File: config.mk
export PLATFORM = sky130hd
export DESIGN_NAME = pipe_mem_cmd_ctrl_flat
export DESIGN_NICKNAME = d
export VERILOG_FILES = /design/src/rtl/pipe_ctrl_pkg.sv /design/src/rtl/pipe_mem_cmd_ctrl_if.sv /design/src/rtl/pipe_run_counter.sv /design/src/rtl/pipe_mem_cmd_ctrl.sv /design/src/flat_wrapper.sv
export SDC_FILE = /design/constraint.sdc
export NUM_CORES = 1
export LEC_CHECK = 0
export CAP_MARGIN = 20
export CORE_MARGIN = 2
export CORE_UTILIZATION = 35
export DETAILED_ROUTE_END_ITERATION = 10
export HOLD_SLACK_MARGIN = 0.12
export PLACE_DENSITY = 0.82
export SETUP_SLACK_MARGIN = 0.05
export SLEW_MARGIN = 20
export SYNTH_ARGS = -nofsm -noshare
export SYNTH_HDL_FRONTEND = slang
export SYNTH_HIERARCHICAL = 1
export SYNTH_SLANG_ARGS = --single-unit
File: constraint.sdc
create_clock -name clk -period 2 [get_ports clk]
set_input_delay 0.6 -clock clk [delete_from_list [all_inputs] [get_ports clk]]
set_output_delay 0.6 -clock clk [all_outputs]
set_load 0.02 [all_outputs]
File: src/rtl/pipe_ctrl_pkg.sv
// Shared constants for the pipeline host command sequencer: opcodes,
// 4-bit FSM state encoding (as reported in status_reg[27:24]) and
// status_reg bit positions.
package pipe_ctrl_pkg;

  typedef logic [2:0] opcode_t;

  localparam opcode_t OP_NOP     = 3'd0;
  localparam opcode_t OP_WR_IMEM = 3'd1;
  localparam opcode_t OP_WR_DMEM = 3'd2;
  localparam opcode_t OP_RD_IMEM = 3'd3;
  localparam opcode_t OP_RD_DMEM = 3'd4;
  localparam opcode_t OP_RUN     = 3'd5;
  localparam opcode_t OP_HALT    = 3'd6;
  localparam opcode_t OP_FLUSH   = 3'd7;

  localparam logic [3:0] ST_IDLE    = 4'd0;
  localparam logic [3:0] ST_WR      = 4'd1;
  localparam logic [3:0] ST_RD_ADDR = 4'd2;
  localparam logic [3:0] ST_RD_DATA = 4'd3;
  localparam logic [3:0] ST_RUN     = 4'd4;
  localparam logic [3:0] ST_DRAIN   = 4'd5;
  localparam logic [3:0] ST_FLUSH   = 4'd6;

  localparam int STAT_DONE      = 31;
  localparam int STAT_BUSY      = 30;
  localparam int STAT_ERR       = 29;
  localparam int STAT_TIMEOUT   = 28;
  localparam int STAT_STATE_LSB = 24;
  localparam int CNT_W          = 24;

  // Data-memory accesses select dmem; everything else targets imem.
  function automatic logic op_is_dmem(input opcode_t op);
    return (op == OP_WR_DMEM) || (op == OP_RD_DMEM);
  endfunction

endpackage

File: src/rtl/pipe_mem_cmd_ctrl_if.sv
// Shared instruction/data memory port between the host sequencer (master)
// and the memory (slave).
interface pipe_mem_cmd_ctrl_if #(
  parameter int ADDR_W = 9,
  parameter int DATA_W = 32
) ();
  logic              mem_host_sel;
  logic              mem_en;
  logic              mem_we;
  logic              mem_dsel;
  logic [ADDR_W-1:0] mem_addr;
  logic [DATA_W-1:0] mem_wdata;
  logic [DATA_W-1:0] mem_rdata;

  modport master (
    output mem_host_sel, mem_en, mem_we, mem_dsel, mem_addr, mem_wdata,
    input  mem_rdata
  );

  modport slave (
    input  mem_host_sel, mem_en, mem_we, mem_dsel, mem_addr, mem_wdata,
    output mem_rdata
  );
endinterface

File: src/rtl/pipe_run_counter.sv
// Saturating RUN-cycle counter with watchdog compare. Only instantiated
// when MEM_CTRL_CYCLE_CNT_EN is defined.
module pipe_run_counter #(
  parameter int                    CNT_W = 24,
  parameter logic [CNT_W-1:0]      LIMIT = '1
) (
  input  logic             clk,
  input  logic             rst_n,
  input  logic             clear,
  input  logic             inc,
  output logic [CNT_W-1:0] count,
  output logic             expire
);
  localparam logic [CNT_W-1:0] LIMIT_M1 = LIMIT - CNT_W'(1);

  // The increment that brings the count up to LIMIT is the expiring cycle.
  assign expire = inc && (count >= LIMIT_M1);

  // Count RUN cycles from zero, holding at all-ones.
  always_ff @(posedge clk or negedge rst_n) begin
    if (!rst_n) begin
      count <= '0;
    end else if (clear) begin
      count <= '0;
    end else if (inc && (count != '1)) begin
      count <= count + CNT_W'(1);
    end
  end
endmodule

File: src/rtl/pipe_mem_cmd_ctrl.sv
// Host command sequencer: decodes toggle-qualified software commands into
// single-cycle memory accesses, runs/halts/drains the pipeline and owns the
// shared memory port except while the pipeline runs or drains.
// Optional RUN-cycle counter and watchdog: MEM_CTRL_CYCLE_CNT_EN.
//
// state    | meaning
// ---------+------------------------------------------------
// IDLE     | waiting for a command toggle
// WR       | one-cycle host write
// RD_ADDR  | host read, address phase
// RD_DATA  | host read, capture memory data
// RUN      | pipeline advancing, pipeline owns memory
// DRAIN    | pipeline stopped, DRAIN_CYC cycles before release
// FLUSH    | one-cycle pipeline register clear
module pipe_mem_cmd_ctrl
  import pipe_ctrl_pkg::*;
#(
  parameter int          ADDR_W    = 9,
  parameter int          DATA_W    = 32,
  parameter int          DRAIN_CYC = 5,
  parameter logic [23:0] RUN_LIMIT = 24'hFFFFFF
) (
  input  logic                clk,
  input  logic                rst_n,
  input  logic [31:0]         mem_cmd_reg,
  input  logic [31:0]         mem_addr_reg,
  input  logic [31:0]         mem_data_write_reg,
  output logic [31:0]         mem_data_read_reg,
  output logic [31:0]         status_reg,
  pipe_mem_cmd_ctrl_if.master mem,
  output logic                pipe_run,
  output logic                pipe_flush,
  input  logic                pipe_halted
);
  localparam int DRN_W = (DRAIN_CYC > 1) ? $clog2(DRAIN_CYC) : 1;

  logic [3:0]        state;
  logic              seq_q, done_seq, err, timeout_q, dsel_q;
  logic [ADDR_W-1:0] addr_q;
  logic [DATA_W-1:0] wdata_q;
  logic [DRN_W-1:0]  drain_cnt;
  logic [CNT_W-1:0]  run_cnt;
  logic              wdog_exp, new_cmd, busy, halt_req, run_exit, drop;
  opcode_t           op;

  assign op       = mem_cmd_reg[2:0];
  assign new_cmd  = mem_cmd_reg[31] ^ seq_q;
  assign busy     = (state != ST_IDLE);
  assign halt_req = new_cmd && (op == OP_HALT) && (state == ST_RUN);
  // pipe_halted and a HALT command in the same cycle form a single exit.
  assign run_exit = (state == ST_RUN) && (pipe_halted || halt_req || wdog_exp);
  assign drop     = new_cmd && busy && !halt_req;

`ifdef MEM_CTRL_CYCLE_CNT_EN
  logic run_start;
  assign run_start = (state == ST_IDLE) && new_cmd && (op == OP_RUN);

  pipe_run_counter #(.CNT_W(CNT_W), .LIMIT(RUN_LIMIT)) u_run_counter (
    .clk    (clk),
    .rst_n  (rst_n),
    .clear  (run_start),
    .inc    (state == ST_RUN),
    .count  (run_cnt),
    .expire (wdog_exp)
  );
`else
  logic unused_run_limit;
  assign unused_run_limit = ^RUN_LIMIT;
  assign run_cnt  = '0;
  assign wdog_exp = 1'b0;
`endif

  logic unused_bits;
  assign unused_bits = ^{mem_cmd_reg[30:3], mem_addr_reg[31:ADDR_W]};

  // Command sequencing, sticky error/timeout flags and read capture.
  always_ff @(posedge clk or negedge rst_n) begin
    if (!rst_n) begin
      state             <= ST_IDLE;
      seq_q             <= 1'b0;
      done_seq          <= 1'b0;
      err               <= 1'b0;
      timeout_q         <= 1'b0;
      dsel_q            <= 1'b0;
      addr_q            <= '0;
      wdata_q           <= '0;
      drain_cnt         <= '0;
      mem_data_read_reg <= '0;
    end else begin
      if (new_cmd) seq_q <= mem_cmd_reg[31];
      if (drop) err <= 1'b1;
      case (state)
        ST_IDLE: begin
          if (new_cmd) begin
            if ((op == OP_WR_IMEM) || (op == OP_WR_DMEM) ||
                (op == OP_RD_IMEM) || (op == OP_RD_DMEM)) begin
              addr_q  <= mem_addr_reg[ADDR_W-1:0];
              wdata_q <= mem_data_write_reg[DATA_W-1:0];
              dsel_q  <= op_is_dmem(op);
            end
            case (op)
              OP_NOP: begin
                err       <= 1'b0;
                timeout_q <= 1'b0;
                done_seq  <= mem_cmd_reg[31];
              end
              OP_WR_IMEM, OP_WR_DMEM: state <= ST_WR;
              OP_RD_IMEM, OP_RD_DMEM: state <= ST_RD_ADDR;
              OP_RUN:                 state <= ST_RUN;
              OP_FLUSH:               state <= ST_FLUSH;
              default:                done_seq <= mem_cmd_reg[31];
            endcase
          end
        end
        ST_WR, ST_FLUSH: begin
          state    <= ST_IDLE;
          done_seq <= seq_q;
        end
        ST_RD_ADDR: state <= ST_RD_DATA;
        ST_RD_DATA: begin
          mem_data_read_reg <= 32'(mem.mem_rdata);
          state             <= ST_IDLE;
          done_seq          <= seq_q;
        end
        ST_RUN: begin
          if (run_exit) begin
            state     <= ST_DRAIN;
            drain_cnt <= DRN_W'(DRAIN_CYC - 1);
            if (wdog_exp) timeout_q <= 1'b1;
          end
        end
        ST_DRAIN: begin
          if (drain_cnt == '0) begin
            state    <= ST_IDLE;
            done_seq <= seq_q;
          end else begin
            drain_cnt <= drain_cnt - DRN_W'(1);
          end
        end
        default: state <= ST_IDLE;
      endcase
    end
  end

  assign mem.mem_host_sel = !((state == ST_RUN) || (state == ST_DRAIN));
  assign mem.mem_en       = (state == ST_WR) || (state == ST_RD_ADDR);
  assign mem.mem_we       = (state == ST_WR);
  assign mem.mem_dsel     = dsel_q;
  assign mem.mem_addr     = addr_q;
  assign mem.mem_wdata    = wdata_q;
  assign pipe_run         = (state == ST_RUN);
  assign pipe_flush       = (state == ST_FLUSH);

  // Assemble the status word from the named bit positions.
  always_comb begin
    status_reg                          = '0;
    status_reg[STAT_DONE]               = done_seq;
    status_reg[STAT_BUSY]               = busy;
    status_reg[STAT_ERR]                = err;
    status_reg[STAT_TIMEOUT]            = timeout_q;
    status_reg[STAT_STATE_LSB +: 4]     = state;
    status_reg[CNT_W-1:0]               = run_cnt;
  end
endmodule

File: src/flat_wrapper.sv
// flat-port wrapper written by rule: the top's interface ports become plain ports
module pipe_mem_cmd_ctrl_flat import pipe_ctrl_pkg::*;
#(
  parameter int          ADDR_W    = 9,
  parameter int          DATA_W    = 32,
  parameter int          DRAIN_CYC = 5,
  parameter logic [23:0] RUN_LIMIT = 24'hFFFFFF
)
  (clk, rst_n, mem_cmd_reg, mem_addr_reg, mem_data_write_reg, mem_data_read_reg, status_reg, pipe_run, pipe_flush, pipe_halted, mem_mem_host_sel, mem_mem_en, mem_mem_we, mem_mem_dsel, mem_mem_addr, mem_mem_wdata, mem_mem_rdata);
  pipe_mem_cmd_ctrl_if #(.ADDR_W(ADDR_W), .DATA_W(DATA_W)) mem_i ();
  input  logic clk;
  input  logic rst_n;
  input  logic [31:0] mem_cmd_reg;
  input  logic [31:0] mem_addr_reg;
  input  logic [31:0] mem_data_write_reg;
  output logic [31:0] mem_data_read_reg;
  output logic [31:0] status_reg;
  output logic pipe_run;
  output logic pipe_flush;
  input  logic pipe_halted;
  output wire logic [$bits(mem_i.mem_host_sel)-1:0] mem_mem_host_sel;
  output wire logic [$bits(mem_i.mem_en)-1:0] mem_mem_en;
  output wire logic [$bits(mem_i.mem_we)-1:0] mem_mem_we;
  output wire logic [$bits(mem_i.mem_dsel)-1:0] mem_mem_dsel;
  output wire logic [$bits(mem_i.mem_addr)-1:0] mem_mem_addr;
  output wire logic [$bits(mem_i.mem_wdata)-1:0] mem_mem_wdata;
  input wire logic [$bits(mem_i.mem_rdata)-1:0] mem_mem_rdata;
  assign mem_mem_host_sel = mem_i.mem_host_sel;
  assign mem_mem_en = mem_i.mem_en;
  assign mem_mem_we = mem_i.mem_we;
  assign mem_mem_dsel = mem_i.mem_dsel;
  assign mem_mem_addr = mem_i.mem_addr;
  assign mem_mem_wdata = mem_i.mem_wdata;
  assign mem_i.mem_rdata = mem_mem_rdata;
  pipe_mem_cmd_ctrl #(.ADDR_W(ADDR_W), .DATA_W(DATA_W), .DRAIN_CYC(DRAIN_CYC), .RUN_LIMIT(RUN_LIMIT)) u_core (.clk(clk), .rst_n(rst_n), .mem_cmd_reg(mem_cmd_reg), .mem_addr_reg(mem_addr_reg), .mem_data_write_reg(mem_data_write_reg), .mem_data_read_reg(mem_data_read_reg), .status_reg(status_reg), .mem(mem_i), .pipe_run(pipe_run), .pipe_flush(pipe_flush), .pipe_halted(pipe_halted));
endmodule
==> results.yml, run 1 <==
run_status:
  outcome: "finished clean"
worst_setup_path:
  worstPathMaxFanout: 4
  crit_arrival_ns: 1.39
  worstPathRequired_ns: 1.40
  startpoint_type: "flop"
  setup.worst_path.class: "flop to primary output"
  crit_path_end_kind: "primary output"
global_routing:
  grt_pass1_vias: 2777
  grt_max_degree: 39
  antenna_found_initial: 0
  grt_pass1_wl_um: 13900
  gr-total-overflow: 0
  grt.total_usage_pct: 15.7
place:
  routabilityCongestion: 0.776
  portBuffers: 164
  dp_hpwl_um: 7050
  placed_cell_area_mm2: 0.00569
routing:
  dr.first_iter.drc_count: 93
  via_count: 2661
  ant_nets: 0
  routed_wl_um: 9420
  via_per_inst: 4.44
  wire_per_inst_um: 15.7
  first_pass_iters: 4
  drc: 0
finish:
  insertedDiodeCount: 0
  post-route-util_pct: 56.6
  fin_nets: 588
  drive_above_1_share_pct: 32.0
  design_area_mm2: 0.00608
  syn2layout_area_growth_pct: 59.8
logic_synthesis:
  synthDistinctLibCells: 39
  synth_edf_count: 0
  synth-async-reset-ratio_pct: 100
  yosys-top-cells-count: "dfrtp_1, mux2_4, mux2_2, buf_4, buf_2"
  netlist_area_mm2: 0.00381
  synth_largest_area_cell: "dfrtp_1"
  ys_seq_elements: 83
  yosysMostFrequentCell: "dfrtp_1"
  ys_warn_count: 6
  synthCells: 264
  synth_area_per_cell_um2: 14.4
  synth_area_leaders: "dfrtp_1, mux2_4, mux2_2"
  ys.flop_type: "dfrtp_1"
  seq_area_frac_synth_pct: 54.6
  netlist.area_leader.share_pct: 54.6
die:
  core_area_mm2: 0.0107
  num_rows: 38
  die_x_um: 108
  die_area_mm2: 0.0117
  die-height_um: 108
  initial_core_util_pct: 35.4
  ios: 242
sta:
  setup_viol_count_final: 0
  drv_slew: 0
  hold_ws_ns: 0.220
  clock.fmax_mhz: 503
  skew_ns: 0.00512
  period_minus_slack_ns: 1.99
  rsz0062_at_grt: "yes"
  layout_worst_path_cycle_share_pct: 99.4
  hold_violations: 0
  timing.slew.headroom_pct: 65.3
  worstMarginPinSlew_ns: 0.520
clocking:
  cts_tree: "yes"
  cts_made_buffers: 9
  clkTransAtPathRegs_ns: 0.08
  cts.sinks: 83
  clkLatencyLatePin_ns: 0.35
  clockBufferDepth: 2
  postCtsHoldBufs: 0
  cts-htree-levels: 3
  root_buffer: "clkbuf_8"
pwr:
  power.share.clock_pct: 15.3
  power_density_mw_per_mm2: 1590
  power_switching_uw: 3440
  power.leakage_uw: 0.00311
  p_comb_share_pct: 53.9
  total_power_uw: 9650
  peakVddDrop_uv: 674
  switching_share_pct: 35.6
  intPower_uw: 6210
  p_seq_share_pct: 30.8
min_path:
  hold_path_class: "primary input to asynchronous set/reset pin"
job:
  drv_cap: 0
==> power by group through the flow <==
| stage | logic [uW] | clock network [uW] | registers, uW |
|---|---|---|---|
| 2_1_floorplan | 1940 | 0 | 3940 |
| 3_3_place_gp | 5230 | 0 | 2950 |
| 3_5_place_dp | 5320 | 0 | 3020 |
| 6_report | 5210 | 1470 | 2970 |
| 5_1_grt | 5490 | 1590 | 3070 |
| 4_1_cts | 5240 | 1530 | 2990 |
==> kinds of logic (layout without fill, tap and decap cells) <==
logic type      count (synthesis)  after routing  synth area share, %
flops                          83             83                 54.6
mux                            74             74                 25.8
buf+inv                        49            219                 8.84
simple gates                   26             26                 4.41
compound gates                 25             25                 4.50
xor+xnor                        4              4                 1.12
fa+ha+maj                       2              2                0.657
other cells                     1             26               0.0985
==> per-stage QoR <==
| stage | setup slack [ns] | std cells | TNS (ns) |
|---|---|---|---|
| after floorplan | 0.0767 | 289 | 0 |
| after global placement | -0.225 | 582 | -9.08 |
| after detailed placement | -0.277 | 582 | -11.05 |
| after CTS | -0.0235 | 599 | -0.0295 |
| after global routing | -0.0462 | 599 | -0.377 |
| final | 0.0126 | 599 | 0 |
==> layer usage <==
metal / vias up / part of all wire, % / GRT usage (%)
met3: 16 / 5.3 / 2.65
met2: 100 / 53 / 27.5
li1: 1242 / - / -
met4: 0 / 2.5 / 9.07
met5: - / 0 / 0
met1: 1303 / 39 / 17.9
==> cells in the final DEF, fill, tap and decap left out, drive strengths merged, types with 2 or more instances in the layout <==
cell type,Yosys,final
a21oi,7,7
mux2,73,73
clkdlybuf4s15,0,2
bufinv,0,3
ha,2,2
nor2,7,7
inv,6,6
xnor2,4,4
buf,42,41
o21ai,4,4
dlygate4sd2,0,19
clkbuf,1,11
clkdlybuf4s50,0,96
o22ai,3,3
nor3,5,5
dlymetal6s2s,0,40
o22a,2,2
dfrtp,83,83
nand2,5,5
nand3b,2,2
conb,1,26
==> path summary, 6_finish.rpt <==
check,depth (start not counted),from,slack [ns],end
max,5,u_core/state[1]$_DFFE_PN0P_,0.01,status_reg[30]
max reg2reg,9,u_core/state[1]$_DFFE_PN0P_,0.05,u_core/mem.mem_wdata[27]$_DFFE_PN0P_
max in group asynchronous,2,rst_n,1.20,u_core/state[2]$_DFFE_PN0P_
min,1,rst_n,0.22,u_core/mem.mem_wdata[20]$_DFFE_PN0P_
min in group clk,1,u_core/mem_data_read_reg[16]$_DFFE_PN0P_,0.50,u_core/mem_data_read_reg[16]$_DFFE_PN0P_
min reg2reg,1,u_core/mem_data_read_reg[16]$_DFFE_PN0P_,0.50,u_core/mem_data_read_reg[16]$_DFFE_PN0P_
==> area by class of cell <==
class	instances	area, um^2
clock inverter	4	97.6
fill	868	4660
clock buffer	11	151
inverter	6	22.5
timing repair buffer	198	2030
tap	140	175
sequential	83	2080
multi-input combinational	157	1520
==> worst max-delay path, cell delays in order (launching register included) <==
cell and delay [ns]:
dfrtp_2 0.45, buf_6 0.13, buf_6 0.12, nor3_4 0.14, inv_2 0.07, buf_6 0.13
==> timing repair <==
item,CTS,global route
pin swaps,2,1
setup buffers,2,1
setup endpoints to repair,27,91
gates resized for setup,60,53
No activity file was read; power rests on OpenSTA's default activity.
==> run 2: changes to the inputs <==
Settings changed: CAP_MARGIN 20 to not set.
==> results of run 2 <==
Final layout, timing and power as in run 1 (identical DEF).
==> run 3: changes to the inputs <==
Settings changed: SKIP_CTS_REPAIR_TIMING set to 1.
==> results.yml, run 3 (same netlist as run 1, synthesis figures left out) <==
run_status:
  outcome: "finished, violations left"
  violations: "negative setup slack"
finish:
  layout_commonest_cell: "clkdlybuf4s50_1"
  insertedDiodeCount: 0
  nFillCells: 848
  post-route-util_pct: 57.2
  syn2layout_area_growth_pct: 61.5
  drive_above_1_share_pct: 31.6
  design_area_mm2: 0.00615
  fin_nets: 591
  layout_common_cells: "clkdlybuf4s50_1, dfrtp_1, dlymetal6s2s_1, mux2_4"
die:
  die-height_um: 108
  die_x_um: 108
  die_area_mm2: 0.0117
  num_rows: 38
  initial_core_util_pct: 35.4
  core_area_mm2: 0.0107
  ios: 242
sta:
  rsz0062_at_grt: "yes"
  skew_ns: 0.00465
  worstMarginPinSlew_ns: 0.523
  clock.fmax_mhz: 486
  timing.slew.headroom_pct: 65.1
  setup_viol_count_final: 5
  period_minus_slack_ns: 2.06
  layout_worst_path_cycle_share_pct: 103
  hold_ws_ns: 0.224
  setup_slack_ns: -0.0574
  hold_violations: 0
  finalSetupTns_ns: -0.0749
  drv_slew: 0
place:
  portBuffers: 164
  placed_cell_area_mm2: 0.00569
  place_ws_ns: -0.277
  routabilityCongestion: 0.776
  dp_hpwl_um: 7050
clocking:
  clockBufferDepth: 2
  root_buffer: "clkbuf_8"
  clkTransAtPathRegs_ns: 0.08
  cts_tree: "yes"
  cts_made_buffers: 9
  clkLatencyLatePin_ns: 0.35
  cts-htree-levels: 3
  cts.sinks: 83
min_path:
  hold_path_class: "primary input to asynchronous set/reset pin"
worst_setup_path:
  rr_startpoint: "u_core/state[1]$_DFFE_PN0P_"
  setup.worst_path.class: "flop to primary output"
  crit_path_end_kind: "primary output"
  worstPathMaxFanout: 5
  startpoint_type: "flop"
  worstPathRequired_ns: 1.40
  r2r-end: "u_core/mem.mem_wdata[27]$_DFFE_PN0P_"
  worst-r2r-cell-count: 9
  crit_arrival_ns: 1.46
  ff2ff_setup_slack_ns: -0.01
job:
  drv_cap: 0
global_routing:
  grt_pass1_wl_um: 13800
  antenna_found_initial: 0
  gr-total-overflow: 0
  grt.met1_usage_pct: 18.2
  use_met3_pct: 2.65
  gr-usage-met2_pct: 26.9
  busiest_layer: "met2"
  grt_max_degree: 39
  grt_pass1_vias: 2772
  grt.total_usage_pct: 15.6
routing:
  via_per_inst: 4.45
  routed_wl_um: 9510
  first_pass_iters: 4
  wire_per_inst_um: 15.8
  ant_nets: 0
  drc: 0
  dr.first_iter.drc_count: 93
  via_count: 2677
pwr:
  peakVddDrop_uv: 649
  power.leakage_uw: 0.00330
  power_density_mw_per_mm2: 1580
==> run 3: critical path: stages (launching register included) <==
cell	delay, ns
dfrtp_2	0.44
buf_4	0.14
buf_4	0.14
nor3_2	0.13
inv_1	0.09
buf_2	0.17
==> run 3: per-layer routing <==
layer  wire length, um  share of wire [%]  vias to the layer above
li1                  -                  -                     1245
met1              3740                 39                     1312
met2              5040                 53                      104
met3               504                5.3                       16
met4               235                2.5                        0
met5                 0                  0                        -
==> run 3: report_power, final <==
part           total, uW  switching [uW]  internal [uW]
Sequential          2950             437           2520
Combinational       5270            2390           2880
Clock               1470             582            891
Total               9700            3410           6290
==> run 3: layout make-up <==
cell class	count	area, um^2	area share, %
Clock inverter	4	97.6	1.59
Clock buffer	11	151	2.46
Tap cell	140	175	2.85
Sequential cell	83	2080	33.8
Timing Repair Buffer	201	2120	34.5
Inverter	6	22.5	0.366
Multi-Input combinational cell	157	1500	24.4
==> run 3: how the worst max path moves through the flow <==
stage / from / endpoint / slack, ns
3_5_place_dp: mem_cmd_reg[2] / u_core/mem.mem_wdata[9]$_DFFE_PN0P_ / -0.28
2_1_floorplan: u_core/state[0]$_DFFE_PN0P_ / mem_mem_we / 0.08
4_1_cts: u_core/state[0]$_DFFE_PN0P_ / pipe_run / -0.45
3_3_place_gp: mem_cmd_reg[2] / u_core/mem.mem_wdata[2]$_DFFE_PN0P_ / -0.23
5_1_grt: u_core/drain_cnt[0]$_DFFE_PN0P_ / u_core/state[1]$_DFFE_PN0P_ / -0.14
6_report: u_core/state[1]$_DFFE_PN0P_ / status_reg[30] / -0.06
==> run 3: through the flow <==
step                power [uW]  cells
floorplan                 5880    289
global placement          8190    582
detailed placement        8340    582
CTS                       9860    597
global route             10200    602
finish                    9700    602
